[src/rtl/musa_pkg.sv]
// Shared encodings for the load/store stage: access sizes and the two-state
// request sequencer.
package musa_pkg;

   typedef logic [1:0] mem_size_t;

   localparam mem_size_t SZ_BYTE = 2'b00;
   localparam mem_size_t SZ_HALF = 2'b01;
   localparam mem_size_t SZ_WORD = 2'b10;

   localparam logic [0:0] ST_IDLE = 1'b0;
   localparam logic [0:0] ST_REQ  = 1'b1;

endpackage

[src/rtl/mem_align.sv]
// Combinational lane steering: byte enables and replicated store data on the way
// out, lane extraction and sign/zero extension on the way back.
module mem_align
   import musa_pkg::*;
(
   input  logic [1:0]  st_lane_i,
   input  mem_size_t   st_size_i,
   input  logic [31:0] st_data_i,
   output logic [3:0]  st_be_o,
   output logic [31:0] st_wdata_o,
   output logic        st_misalign_o,
   input  logic [1:0]  ld_lane_i,
   input  mem_size_t   ld_size_i,
   input  logic        ld_unsigned_i,
   input  logic [31:0] ld_rdata_i,
   output logic [31:0] ld_data_o
);

   logic [7:0]  ld_byte;
   logic [15:0] ld_half;

   always_comb begin
      st_be_o       = 4'b1111;
      st_wdata_o    = st_data_i;
      st_misalign_o = 1'b0;
      case (st_size_i)
         SZ_BYTE: begin
            st_be_o    = 4'b0001 << st_lane_i;
            st_wdata_o = {4{st_data_i[7:0]}};
         end
         SZ_HALF: begin
            st_be_o       = st_lane_i[1] ? 4'b1100 : 4'b0011;
            st_wdata_o    = {2{st_data_i[15:0]}};
            st_misalign_o = st_lane_i[0];
         end
         SZ_WORD: st_misalign_o = (st_lane_i != 2'b00);
         // The unused encoding behaves as a word access.
         default: st_misalign_o = (st_lane_i != 2'b00);
      endcase
   end

   always_comb begin
      ld_byte = ld_rdata_i[7:0];
      case (ld_lane_i)
         2'd0: ld_byte = ld_rdata_i[7:0];
         2'd1: ld_byte = ld_rdata_i[15:8];
         2'd2: ld_byte = ld_rdata_i[23:16];
         2'd3: ld_byte = ld_rdata_i[31:24];
         default: ld_byte = ld_rdata_i[7:0];
      endcase
      ld_half = ld_lane_i[1] ? ld_rdata_i[31:16] : ld_rdata_i[15:0];
      case (ld_size_i)
         SZ_BYTE: ld_data_o = ld_unsigned_i ? {24'd0, ld_byte}
                                            : {{24{ld_byte[7]}}, ld_byte};
         SZ_HALF: ld_data_o = ld_unsigned_i ? {16'd0, ld_half}
                                            : {{16{ld_half[15]}}, ld_half};
         default: ld_data_o = ld_rdata_i;
      endcase
   end

endmodule

[src/rtl/mem_stage.sv]
// Load/store pipeline stage: issues one data-memory request at a time, stalls
// upstream while it is outstanding and registers results toward write-back.
module mem_stage
   import musa_pkg::*;
#(
   parameter int TIMEOUT = 16,
   parameter int ADDR_W  = 32
) (
   input  logic              clock,
   input  logic              reset,
   input  logic              in_valid,
   input  logic [31:0]       alu_result,
   input  logic [31:0]       store_data,
   input  logic              mem_read,
   input  logic              mem_write,
   input  logic [1:0]        mem_size,
   input  logic              mem_unsigned,
   input  logic [4:0]        rd_in,
   input  logic              reg_write_in,
   output logic              stall,
   output logic              dmem_req,
   output logic              dmem_we,
   output logic [ADDR_W-1:0] dmem_addr,
   output logic [31:0]       dmem_wdata,
   output logic [3:0]        dmem_be,
   input  logic              dmem_ready,
   input  logic [31:0]       dmem_rdata,
   output logic              wb_valid,
   output logic [31:0]       wb_data,
   output logic [4:0]        wb_rd,
   output logic              wb_reg_write,
   output logic              misalign,
   output logic              bus_error
);

   localparam int CNT_W = $clog2(TIMEOUT + 1);

   logic [0:0]        state_q, state_d;
   logic [CNT_W-1:0]  cnt_q, cnt_d;
   logic [ADDR_W-1:0] addr_q, addr_d;
   logic [3:0]        be_q, be_d;
   logic [31:0]       wdata_q, wdata_d;
   logic              we_q, we_d;
   logic [4:0]        rd_q, rd_d;
   mem_size_t         size_q, size_d;
   logic [1:0]        lane_q, lane_d;
   logic              uns_q, uns_d;
   logic              regw_q, regw_d;
   logic              wbv_q, wbv_d;
   logic [31:0]       wbdata_q, wbdata_d;
   logic [4:0]        wbrd_q, wbrd_d;
   logic              wbrw_q, wbrw_d;
   logic              mis_q, mis_d;
   logic              berr_q, berr_d;

   logic [3:0]        st_be;
   logic [31:0]       st_wdata;
   logic              st_misalign;
   logic [31:0]       ld_data;

   mem_align u_align (
      .st_lane_i     (alu_result[1:0]),
      .st_size_i     (mem_size),
      .st_data_i     (store_data),
      .st_be_o       (st_be),
      .st_wdata_o    (st_wdata),
      .st_misalign_o (st_misalign),
      .ld_lane_i     (lane_q),
      .ld_size_i     (size_q),
      .ld_unsigned_i (uns_q),
      .ld_rdata_i    (dmem_rdata),
      .ld_data_o     (ld_data)
   );

   always_comb begin
      state_d  = state_q;
      cnt_d    = cnt_q;
      addr_d   = addr_q;
      be_d     = be_q;
      wdata_d  = wdata_q;
      we_d     = we_q;
      rd_d     = rd_q;
      size_d   = size_q;
      lane_d   = lane_q;
      uns_d    = uns_q;
      regw_d   = regw_q;
      wbv_d    = 1'b0;
      wbdata_d = wbdata_q;
      wbrd_d   = wbrd_q;
      wbrw_d   = wbrw_q;
      mis_d    = 1'b0;
      berr_d   = 1'b0;
      case (state_q)
         ST_IDLE: begin
            if (in_valid) begin
               if (!mem_read && !mem_write) begin
                  wbv_d    = 1'b1;
                  wbdata_d = alu_result;
                  wbrd_d   = rd_in;
                  wbrw_d   = reg_write_in;
               end else if (st_misalign) begin
                  // Faulting address is reported on wb_data for debug visibility.
                  wbv_d    = 1'b1;
                  mis_d    = 1'b1;
                  wbdata_d = alu_result;
                  wbrd_d   = rd_in;
                  wbrw_d   = 1'b0;
               end else begin
                  state_d = ST_REQ;
                  cnt_d   = '0;
                  addr_d  = {alu_result[ADDR_W-1:2], 2'b00};
                  be_d    = st_be;
                  wdata_d = st_wdata;
                  we_d    = mem_write;
                  rd_d    = rd_in;
                  size_d  = mem_size;
                  lane_d  = alu_result[1:0];
                  uns_d   = mem_unsigned;
                  regw_d  = reg_write_in;
               end
            end
         end
         ST_REQ: begin
            if (dmem_ready) begin
               state_d  = ST_IDLE;
               wbv_d    = 1'b1;
               wbrd_d   = rd_q;
               wbdata_d = we_q ? 32'd0 : ld_data;
               wbrw_d   = we_q ? 1'b0 : regw_q;
            end else if (cnt_q == CNT_W'(TIMEOUT - 1)) begin
               state_d = ST_IDLE;
               wbv_d   = 1'b1;
               berr_d  = 1'b1;
               wbrd_d  = rd_q;
               wbrw_d  = 1'b0;
            end else begin
               cnt_d = cnt_q + 1'b1;
            end
         end
         default: state_d = ST_IDLE;
      endcase
   end

   always_ff @(posedge clock or negedge reset) begin
      if (!reset) begin
         state_q  <= ST_IDLE;
         cnt_q    <= '0;
         addr_q   <= '0;
         be_q     <= '0;
         wdata_q  <= '0;
         we_q     <= 1'b0;
         rd_q     <= '0;
         size_q   <= SZ_BYTE;
         lane_q   <= '0;
         uns_q    <= 1'b0;
         regw_q   <= 1'b0;
         wbv_q    <= 1'b0;
         wbdata_q <= '0;
         wbrd_q   <= '0;
         wbrw_q   <= 1'b0;
         mis_q    <= 1'b0;
         berr_q   <= 1'b0;
      end else begin
         state_q  <= state_d;
         cnt_q    <= cnt_d;
         addr_q   <= addr_d;
         be_q     <= be_d;
         wdata_q  <= wdata_d;
         we_q     <= we_d;
         rd_q     <= rd_d;
         size_q   <= size_d;
         lane_q   <= lane_d;
         uns_q    <= uns_d;
         regw_q   <= regw_d;
         wbv_q    <= wbv_d;
         wbdata_q <= wbdata_d;
         wbrd_q   <= wbrd_d;
         wbrw_q   <= wbrw_d;
         mis_q    <= mis_d;
         berr_q   <= berr_d;
      end
   end

   assign stall        = (state_q == ST_REQ);
   assign dmem_req     = (state_q == ST_REQ);
   assign dmem_we      = (state_q == ST_REQ) && we_q;
   assign dmem_addr    = addr_q;
   assign dmem_be      = be_q;
   assign dmem_wdata   = wdata_q;
   assign wb_valid     = wbv_q;
   assign wb_data      = wbdata_q;
   assign wb_rd        = wbrd_q;
   assign wb_reg_write = wbrw_q;
   assign misalign     = mis_q;
   assign bus_error    = berr_q;

endmodule

[config.mk]
export PLATFORM = sky130hd
export DESIGN_NAME = mem_stage
export DESIGN_NICKNAME = d
export VERILOG_FILES = /design/src/rtl/musa_pkg.sv /design/src/rtl/mem_align.sv /design/src/rtl/mem_stage.sv
export SDC_FILE = /design/constraint.sdc
export NUM_CORES = 1
export LEC_CHECK = 0
export ABC_AREA = 1
export CORE_MARGIN = 1.5
export CORE_UTILIZATION = 41
export CTS_CLUSTER_DIAMETER = 30
export DETAILED_ROUTE_END_ITERATION = 8
export PLACE_DENSITY = 0.77
export SKIP_LAST_GASP = 1
export SYNTH_ARGS = -nofsm -noshare
export SYNTH_HDL_FRONTEND = slang
export SYNTH_SLANG_ARGS = --single-unit
[constraint.sdc]
create_clock -name clock -period 1.55 [get_ports clock]
set_input_delay 0.31 -clock clock [delete_from_list [all_inputs] [get_ports clock]]
set_output_delay 0.31 -clock clock [all_outputs]
set_load 0.02 [all_outputs]
---- Word level (Yosys, flattened, before mapping) ----
Index checks and enable logic that the tools add are counted.
cells by class
  add/sub/neg operators ................... 1
  reductions and logical operators ........ 12
  shift-type cells ........................ 1
  muxes and demuxes ....................... 51
  bitwise operators ....................... 3
  eq/ne operators ......................... 14
operators by type and width
  kind                                                                      number
  32-bit two-way mux                                                        7
  32-bit one-hot mux with 2 select lines                                    3
  5-bit two-way mux                                                         10
  8-bit one-hot mux with 4 select lines                                     1
  1-bit two-way mux                                                         21
  5-bit one-hot mux with 2 select lines                                     2
  16-bit two-way mux                                                        1
  2-bit inequality test (second input constant)                             6
  1-bit one-hot mux with 2 select lines                                     4
  4-bit one-hot mux with 2 select lines                                     1
  2-bit by 1-bit equality test with 1-bit output (second input constant)    3
  2-bit logical NOT                                                         3
  3-bit AND reduction                                                       2
  5-bit by 1-bit adder with 5-bit output (second input constant)            1
  5-bit by 4-bit equality test with 1-bit output (second input constant)    1
  5-bit AND reduction                                                       1
  2-bit equality test (second input constant)                               2
  4-bit two-way mux                                                         1
  4-bit AND reduction                                                       1
  1-bit by 2-bit left shift with 4-bit output (first input constant)        1
  3-bit by 2-bit inequality test with 1-bit output (second input constant)  1
  3-bit inequality test (second input constant)                             1
  1-bit NOT                                                                 3
  1-bit logical AND                                                         2
  other kinds (2)                                                           3
storage, ports and cells
  output and inout bits ................... 112
  input port bits ......................... 111
  word-level logic and storage cells ...... 99
  bits in registers ....................... 125

---- Longest topological paths before layout ----
Gate-level depths: netlist of run 1.
  depth after elaboration ................. 7
  gate-level depth with buffers ........... 11
  gate-level depth less buffers ........... 10

---- Modules after synthesis ----
Synthesis of run 1 repeated with hierarchy kept, for this count alone.
second synthesis, totals
  cells, all modules ...................... 947
  area total of the unflattened synthesis .. 6706.4 um2
by module, submodules not included
  module     seq. area each (um2)  cells each  instances  area an instance (um2)
  mem_stage  3128.0                670         1          5400.2
  mem_align  0.0                   277         1          1306.3

---- Least setup slack after synthesis of run 1 ----
No wires, ideal clock.
  path type ............................... register to register
  start point ............................. reg cnt_q[0]
  end point ............................... reg cnt_q[3]
  buffers on the path ..................... 0
  period minus slack after synthesis ...... 1.536 ns
  setup time .............................. 0.123 ns
  cell stages (with the launch flop) ...... 11
  required time ........................... 1.427 ns
  path slack .............................. 0.014 ns
  arrival ................................. 1.413 ns
  cell sequence ........................... dfrtp_1 -> ha_1 -> nand2_1 -> nor2_1 -> ha_1 -> inv_1 -> nand3_1 -> nand2_1 -> nand2_1 -> o21ai_0 -> a21oi_1
on the way
  longest elaborated chain between the ends .. 4
  elaborated cells between the ends (all ways) .. 7
  classes of those cells .................. add/sub (1); eq/ne (2); mux (3); reduce/logical (1)
ends and longest elaborated chain
  element                                 line              source
  start, declared                         mem_stage.sv:39   logic [CNT_W-1:0] cnt_q, cnt_d;
  start signal, assigned                  mem_stage.sv:165  cnt_q <= cnt_d;
  5-bit by 1-bit adder with 5-bit output  mem_stage.sv:137  cnt_d = cnt_q + 1'b1;
  5-bit two-way mux                       mem_stage.sv:130  end else if (cnt_q == CNT_W'(TIMEOUT - 1)) begin
  5-bit two-way mux                       mem_stage.sv:124  if (dmem_ready) begin
  5-bit one-hot mux with 2 select lines   mem_stage.sv:93   case (state_q)
Parallel ways exist; a longest one is shown, timed or not. The select of a mux whose other input is x is not followed.
A chain may end at the register's enable or synchronous reset.

---- Final worst setup path of run 1 ----
  start point ............................. reg state_q (netlist: dmem_req)
  end point ............................... reg wbdata_q[7] (netlist: wb_data[7])
on the way
  longest elaborated chain between the ends .. 3
  elaborated cells between the ends (all ways) .. 6
  classes of those cells .................. eq/ne (3); mux (1); bitwise (1); reduce/logical (1)
ends and longest elaborated chain
  element                                                                          line              source
  start, declared                                                                  mem_stage.sv:38   logic [0:0] state_q, state_d;
  start signal, assigned                                                           mem_stage.sv:164  state_q <= state_d;
  1-bit NOT (no line)                                                              n/a
  3-bit inequality test (no line) / 2-bit inequality test (equally long branches)  n/a
  3-bit AND reduction (no line)                                                    n/a
  end signal, assigned                                                             mem_stage.sv:176  wbdata_q <= wbdata_d;
  end, declared                                                                    mem_stage.sv:50   logic [31:0] wbdata_q, wbdata_d;
Parallel ways exist; a longest one is shown, timed or not.

==> results of run 1 <==
[stage by stage]
stage                     utilization (%)  TNS [ns]  power [mW]  area (µm²)
after floorplan                         -         0        7.45        6230
after global placement               60.4    -37.10        10.0        8870
after detailed placement             60.4    -39.81        10.1        8870
after CTS                            63.7    -0.215        13.6        9360
after global routing                 65.0    -0.337        14.5        9560
final                                65.0         0        13.7        9560
[critical path, cell delays in order, from the launching register on]
cell and delay [ns]:
dfrtp_1 0.42, buf_4 0.15, inv_2 0.10, nand2_4 0.08, inv_2 0.08, a21boi_4 0.08
buf_6 0.13, clkbuf_16 0.15, a21oi_1 0.14, a21oi_1 0.08
[routing by layer]
| layer | vias to the layer above | track usage [%] | share of wire, % |
|---|---|---|---|
| li1 | 3055 | - | - |
| met1 | 2938 | 30.8 | 41 |
| met2 | 284 | 40.2 | 47 |
| met3 | 36 | 8.54 | 9.2 |
| met4 | 0 | 9.40 | 2.5 |
| met5 | - | 0 | 0 |
[power by group through the flow]
stage	Clock (mW)	Combinational (mW)	Sequential, mW
after CTS	4.05	4.97	4.59
after global placement	0	5.39	4.65
after detailed placement	0	5.46	4.66
after global routing	4.21	5.59	4.70
final	3.99	5.14	4.60
after floorplan	0	1.90	5.56
[what timing repair did]
action                                  CTS  global route
hold buffers                              1             0
buffers inserted                          3             7
endpoints found under the hold margin    80             0
pin swaps                                 1             7
gates cloned                              0             3
gates resized for setup                 116            39
endpoints found under the setup margin  111           114
[path summary, 6_finish.rpt]
kind	start	end	slack [ns]	cells past startpoint
max in group asynchronous	reset	dmem_wdata[8]$_DFFE_PN0P_	0.58	3
worst max register to register	dmem_req$_DFF_PN0_	wb_data[7]$_DFFE_PN0P_	0.03	9
worst min register to register	dmem_addr[6]$_DFFE_PN0P_	dmem_addr[6]$_DFFE_PN0P_	0.47	2
worst min-delay path	mem_unsigned	uns_q$_DFFE_PN0P_	0.43	3
worst max-delay path	dmem_req$_DFF_PN0_	wb_data[7]$_DFFE_PN0P_	0.03	9
min in group asynchronous	reset	dmem_addr[30]$_DFFE_PN0P_	0.45	3
[logic make-up (layout without fill, tap and decap cells)]
family / after synthesis / count (layout) / synth area share, %
AOI/OAI and AO/OA: 196 / 196 / 17.3
xor gates and xnor gates: 1 / 1 / 0.141
adders and majority gates: 2 / 2 / 0.402
buffers and inverters: 103 / 372 / 8.30
DFF: 125 / 125 / 50.2
other: 1 / 2 / 0.0602
and+or+nand+nor: 356 / 357 / 23.6
[final cells by class]
type	count	area share (%)
clock inverters	13	1.48
repair buffers	284	28.4
inverters	56	2.28
well taps	184	2.41
flip-flops and latches	125	32.8
multi-input cells	558	27.9
clock buffers	19	4.74
[Yosys cell counts]
cell      count  area, µm²
nand2_1     224        841
dfrtp_1     125       3130
a21oi_1      97        485
nor2_1       81        304
o21ai_0      63        315
inv_1        49        184
nand3_1      23        115
clkbuf_1     15       56.3
buf_2        14       70.1
nand2_2      14       87.6
a21oi_2      11       96.3
buf_4         8       60.1
buf_6         7       78.8
o211ai_1      7       52.6
inv_2         6       22.5
o21ai_1       6       30.0
or2_2         5       31.3
a31oi_1       3       18.8
o21ai_2       3       26.3
o22ai_1       3       18.8
ha_1          2       25.0
nand3_2       2       20.0
nand3_4       2       35.0
or2_1         2       12.5
a21boi_4      1       18.8
buf_1         1       3.75
buf_12        1       20.0
buf_8         1       15.0
conb_1        1       3.75
inv_4         1       6.26
nand2_4       1       11.3
nand4_1       1       6.26
nor3_1        1       5.00
o21bai_1      1       7.51
o31ai_1       1       7.51
xor2_1        1       8.76
[state kept, by name (all words and copies together) (netlist names), 2 cells and up]
register and cells:
dmem_wdata 32, wb_data 32, dmem_addr 30, cnt_q 5
rd_q 5, wb_rd 5, dmem_be 4, lane_q 2
size_q 2
==> metrics.txt, run 1 <==
antenna fix cells 0; critical path endpoint category flop; total global-route track usage 24.9%; drt via density 5.10; first-pass GRT wire length 30900 µm; Sw Share 36.6%; Die H 126 µm; First-pass DRT Iterations 6; Hold Vio Cnt, Final 0; HP Class input port to flop; register area 3130 µm²; I/O pins 223; Gate Count Post-Synth 784; DRC errors left 0; crit path DAT 1.83 ns; # fillers 1233; num rows 44; Flop pwr share 33.5%; NumNets Final 1155; fin crit period 1.52 ns; Iter 0 DRT Violations 432; pre-CTS setup slack -0.384 ns; post-placement cell count 1193; CTS tree done; MaxCap Viol Count 0; Max rail drop VDD 0.000908 V; Pwr Density 1440 nW/µm²; Mapped Area 6230 µm²; commonest non-fill, non-tap cells in the layout nand2_1 (219), dfrtp_1 (123), clkdlybuf4s50_1 (108); TritonCTS Buffers 17; Slew @ Worst Pin 0.573 ns; Clk network pwr share 29.1%; fmax 0.657 GHz; Comb power frac 37.4%; Slew Viols, Final 0; Layout area overhead 53.4%; NetSw 5.03 mW; headroom to the max-slew limit 61.8%; H-tree Lvls 4; post-synth cell types 36; grt total ovfl 0; Layout Skew 0.00706 ns; WL final 19800 µm; routability cong. 0.908; status complete, no violations; clock tree buffer depth 2; Pint 8.70 mW; Crit path required time 1.86 ns; CP Class flop to flop; Avg WL per Cell 16.0 µm; Seq/Total Area, Yosys 50.2%; Detailed Place HPWL 14200 µm; Critical Path Source Type flop; largest net degree at the start of global routing 81; Fin Hold WS 0.428 ns; CTS sink cnt 125; Routed Antenna Nets 0; FF+latch count, synth 125; Avg Inst Size Synth 7.94 µm²; multi-input logic area 2670 µm²; final cell count without fillers 1239; crit-path max FO 7; commonest non-fill, non-tap cell in the layout nand2_1; Finish-stage setup viols 0; CTS clk-pin slew, worst paths 0.06 ns; vias in the first global route 6093; initial antenna violation count 0; clk_lat worst skew 0.43 ns; share of layout cells above drive strength 1 15.8%; Synth Warn # 0; CORE AREA 14700 µm²; die span in x 126 µm; Pleak 4.71 nW; Root Driver clkbuf_16; initial core utilization 42.4%; RSZ-0062 raised after global routing yes; final setup margin 0.0284 ns; die area 15900 µm²; input/output buffers 220; final worst-path cycle share 98.2%; vias post-DR 6313
(Power assumes the default switching activity.)
==> run 2, diff against run 1 <==
--- a/config.mk
+++ b/config.mk
@@ -12,6 +12,7 @@
 export DETAILED_ROUTE_END_ITERATION = 8
 export PLACE_DENSITY = 0.77
 export SKIP_LAST_GASP = 1
+export SLEW_MARGIN = 10
 export SYNTH_ARGS = -nofsm -noshare
 export SYNTH_HDL_FRONTEND = slang
 export SYNTH_SLANG_ARGS = --single-unit
==> results of run 2 <==
No change in the layout: final DEF, timing and power equal those of run 1.
==> run 3, diff against run 2 <==
--- a/config.mk
+++ b/config.mk
@@ -6,10 +6,12 @@
 export NUM_CORES = 1
 export LEC_CHECK = 0
 export ABC_AREA = 1
+export CORE_ASPECT_RATIO = 0.75
 export CORE_MARGIN = 1.5
 export CORE_UTILIZATION = 41
-export CTS_CLUSTER_DIAMETER = 30
+export CTS_CLUSTER_DIAMETER = 40
 export DETAILED_ROUTE_END_ITERATION = 8
+export GPL_TIMING_DRIVEN = 0
 export PLACE_DENSITY = 0.77
 export SKIP_LAST_GASP = 1
 export SLEW_MARGIN = 10
==> run 3 against run 2 <==
The flow now finishes with violations (negative setup slack). Register-to-register slack worse by 0.03 ns. Maximum frequency is 2.8% lower. Worst hold slack worse by 0.15 ns. Worst setup slack worse by 0.044 ns. Via count is 1.8% higher. Routed wire length is 11% higher. Non-clock buffer count is 10 higher. Clock skew hardly changed. Largest cell class unchanged. Largest power group unchanged. Highest routed layer unchanged.
==> metrics.txt, run 3 (synthesis gave the netlist of run 1 again) <==
CTS sink cnt 125 (unchanged); cell chain of the critical path buf_4, nand2_1, inv_1, clkbuf_2; R2R Path Start dmem_req$_DFF_PN0_; initial core utilization 42.5% (+0.16 points); CTS clk-pin slew, worst paths 0.06 ns (about the same); Fin Hold WS 0.276 ns (-0.152 ns); vias post-DR 6429 (+1.8%); Routed Antenna Nets 0 (unchanged); Worst Reg-to-Reg Cells 10 (+1); Layout area overhead 58.0%; CTS tree done; worst hold start mem_size[1]; first-pass GRT wire length 33500 µm (+8.2%); TritonCTS Buffers 17 (unchanged); Finish-stage setup viols 1 (+1); Iter 0 DRT Violations 462 (+6.9%); CP max stage delay 0.42 ns (about the same); final worst-path cycle share 101% (+2.8 points); commonest non-fill, non-tap cells in the layout nand2_1 (214), dfrtp_1 (122), dlygate4sd2_1 (109); Crit path required time 1.24 ns (-0.62 ns); Avg WL per Cell 17.5 µm (+9.5%); CP Class flop to output port; critical path endpoint category output port; Worst setup startpoint dmem_req$_DFF_PN0_; CP max-delay cell dfrtp_2; Detailed Place HPWL 15600 µm (+10%); initial antenna violation count 0 (unchanged); H-tree Lvls 4 (unchanged); DRC errors left 0 (unchanged); hold path depth 4 (+1); vias in the first global route 6053 (-0.66%); input/output buffers 219 (-0.45%); crit path DAT 1.26 ns (-0.57 ns); die span in x 145 µm (+15%); share of layout cells above drive strength 1 16.7% (+0.85 points); largest net degree at the start of global routing 66 (-19%); register area 3130 µm² (about the same); die area 15900 µm² (about the same); MaxCap Viol Count 0 (unchanged); I/O pins 223 (unchanged); First-pass DRT Iterations 5 (-1); Die H 110 µm (-13%); antenna fix cells 0 (unchanged); num rows 38 (-14%); WL final 22100 µm (+11%); Slew Viols, Final 0 (unchanged); Hold Vio Cnt, Final 0 (unchanged); RSZ-0062 raised after global routing yes; # fillers 1222 (-0.89%); fmax 0.639 GHz (-2.8%); fin crit period 1.57 ns (+0.0440 ns); status complete, but fails checks; multi-input logic area 2720 µm² (+1.8%); HP Class input port to flop; CORE AREA 14600 µm² (-0.37%); routability cong. 0.934 (+2.9%); headroom to the max-slew limit 59.9% (-1.9 points); uppermost layer routed met4; Pwr Total 14.1 mW (+2.7%); clk_lat worst skew 0.42 ns (about the same); grt total ovfl 0 (unchanged); Routed met2 length 9630 µm (+3.7%); met3 WL 1640 µm (-10%); WL met1 10300 µm (+26%); drt via density 5.10 (about the same); Root Driver clkbuf_16; Pleak 4.81 nW (+2.2%); final cell count without fillers 1261 (+1.8%); Layout Skew 0.00714 ns (+0.0000744 ns); Max rail drop VDD 0.000826 V (-9.0%); Pwr Density 1430 nW/µm² (-0.24%); final setup margin -0.0156 ns (-0.0440 ns); total global-route track usage 27.3% (+2.4 points); crit-path max FO 5 (-2); clock tree buffer depth 2 (unchanged); Slew @ Worst Pin 0.601 ns (+0.0280 ns); setup TNS -0.0156 ns (-0.0156 ns); commonest non-fill, non-tap cell in the layout nand2_1; Critical Path Source Type flop; post-placement cell count 1205 (+1.0%); pre-CTS setup slack -0.631 ns (-0.247 ns); NumNets Final 1165 (+0.87%); failing checks negative setup slack
## run 3: cell count changes in the layout (fill, tap and decap cells not counted), sizes merged, moves of 2 or more
| cell | delta |
|---|---|
| clkbuf | +19 |
| clkdlybuf4s50 | -3 |
| clkinv | -4 |
| dlygate4sd2 | +2 |
| buf | -6 |
## run 3: cell type report
class,count,area share (%)
flip-flops and latches,125,31.8
multi-input cells,557,27.6
repair buffers,247,24.8
clock buffers,21,4.78
plain buffers,47,4.59
well taps,200,2.54
inverters,56,2.53
clock inverters,7,1.17
repair inverters,1,0.114
## run 3: metrics by stage
step	util [%]	instance area [µm²]
5_1_grt	67.2	9840
3_5_place_dp	59.4	8700
3_3_place_gp	59.2	8670
6_report	67.2	9840
4_1_cts	64.3	9420
2_1_floorplan	-	6230
## run 3: path summary, 6_finish.rpt
| check | endpoint | slack (ns) |
|---|---|---|
| worst max register to register | dmem_addr[31]$_DFFE_PN0P_ | 0 |
| worst min-delay path | dmem_wdata[17]$_DFFE_PN0P_ | 0.28 |
| worst max-delay path | dmem_we | -0.02 |
| min in group asynchronous | dmem_addr[28]$_DFFE_PN0P_ | 0.44 |
| worst min register to register | dmem_addr[2]$_DFFE_PN0P_ | 0.47 |
| max in group asynchronous | lane_q[0]$_DFFE_PN0P_ | 0.38 |
## run 3: power breakdown
part	leakage, nW	total [mW]	switching [mW]	internal, mW
Sequential	1.52	4.59	0.471	4.12
Combinational	3.01	5.47	3.22	2.25
Clock	0.283	4.04	1.42	2.61
## run 3: worst max-delay path, delay by kind of cell (launching register included)
family,cells,cell delay [ns]
buf+inv,3,0.36
simple gates,1,0.06
flops,1,0.42
## run 3: timing repair
item	4_1_cts	5_1_grt
pin swaps	5	13
setup buffers	10	8
resized for setup	158	99
hold endpoints to repair	64	0
cloned	2	8
endpoints found under the setup margin	229	121
hold buffers	1	0
## run 3: routing by layer
layer / global-route usage (%) / vias to the layer above
met3: 6.56 / 38
met1: 39.6 / 3042
met5: 0 / -
met4: 7.94 / 0
li1: - / 3084
met2: 40.5 / 265
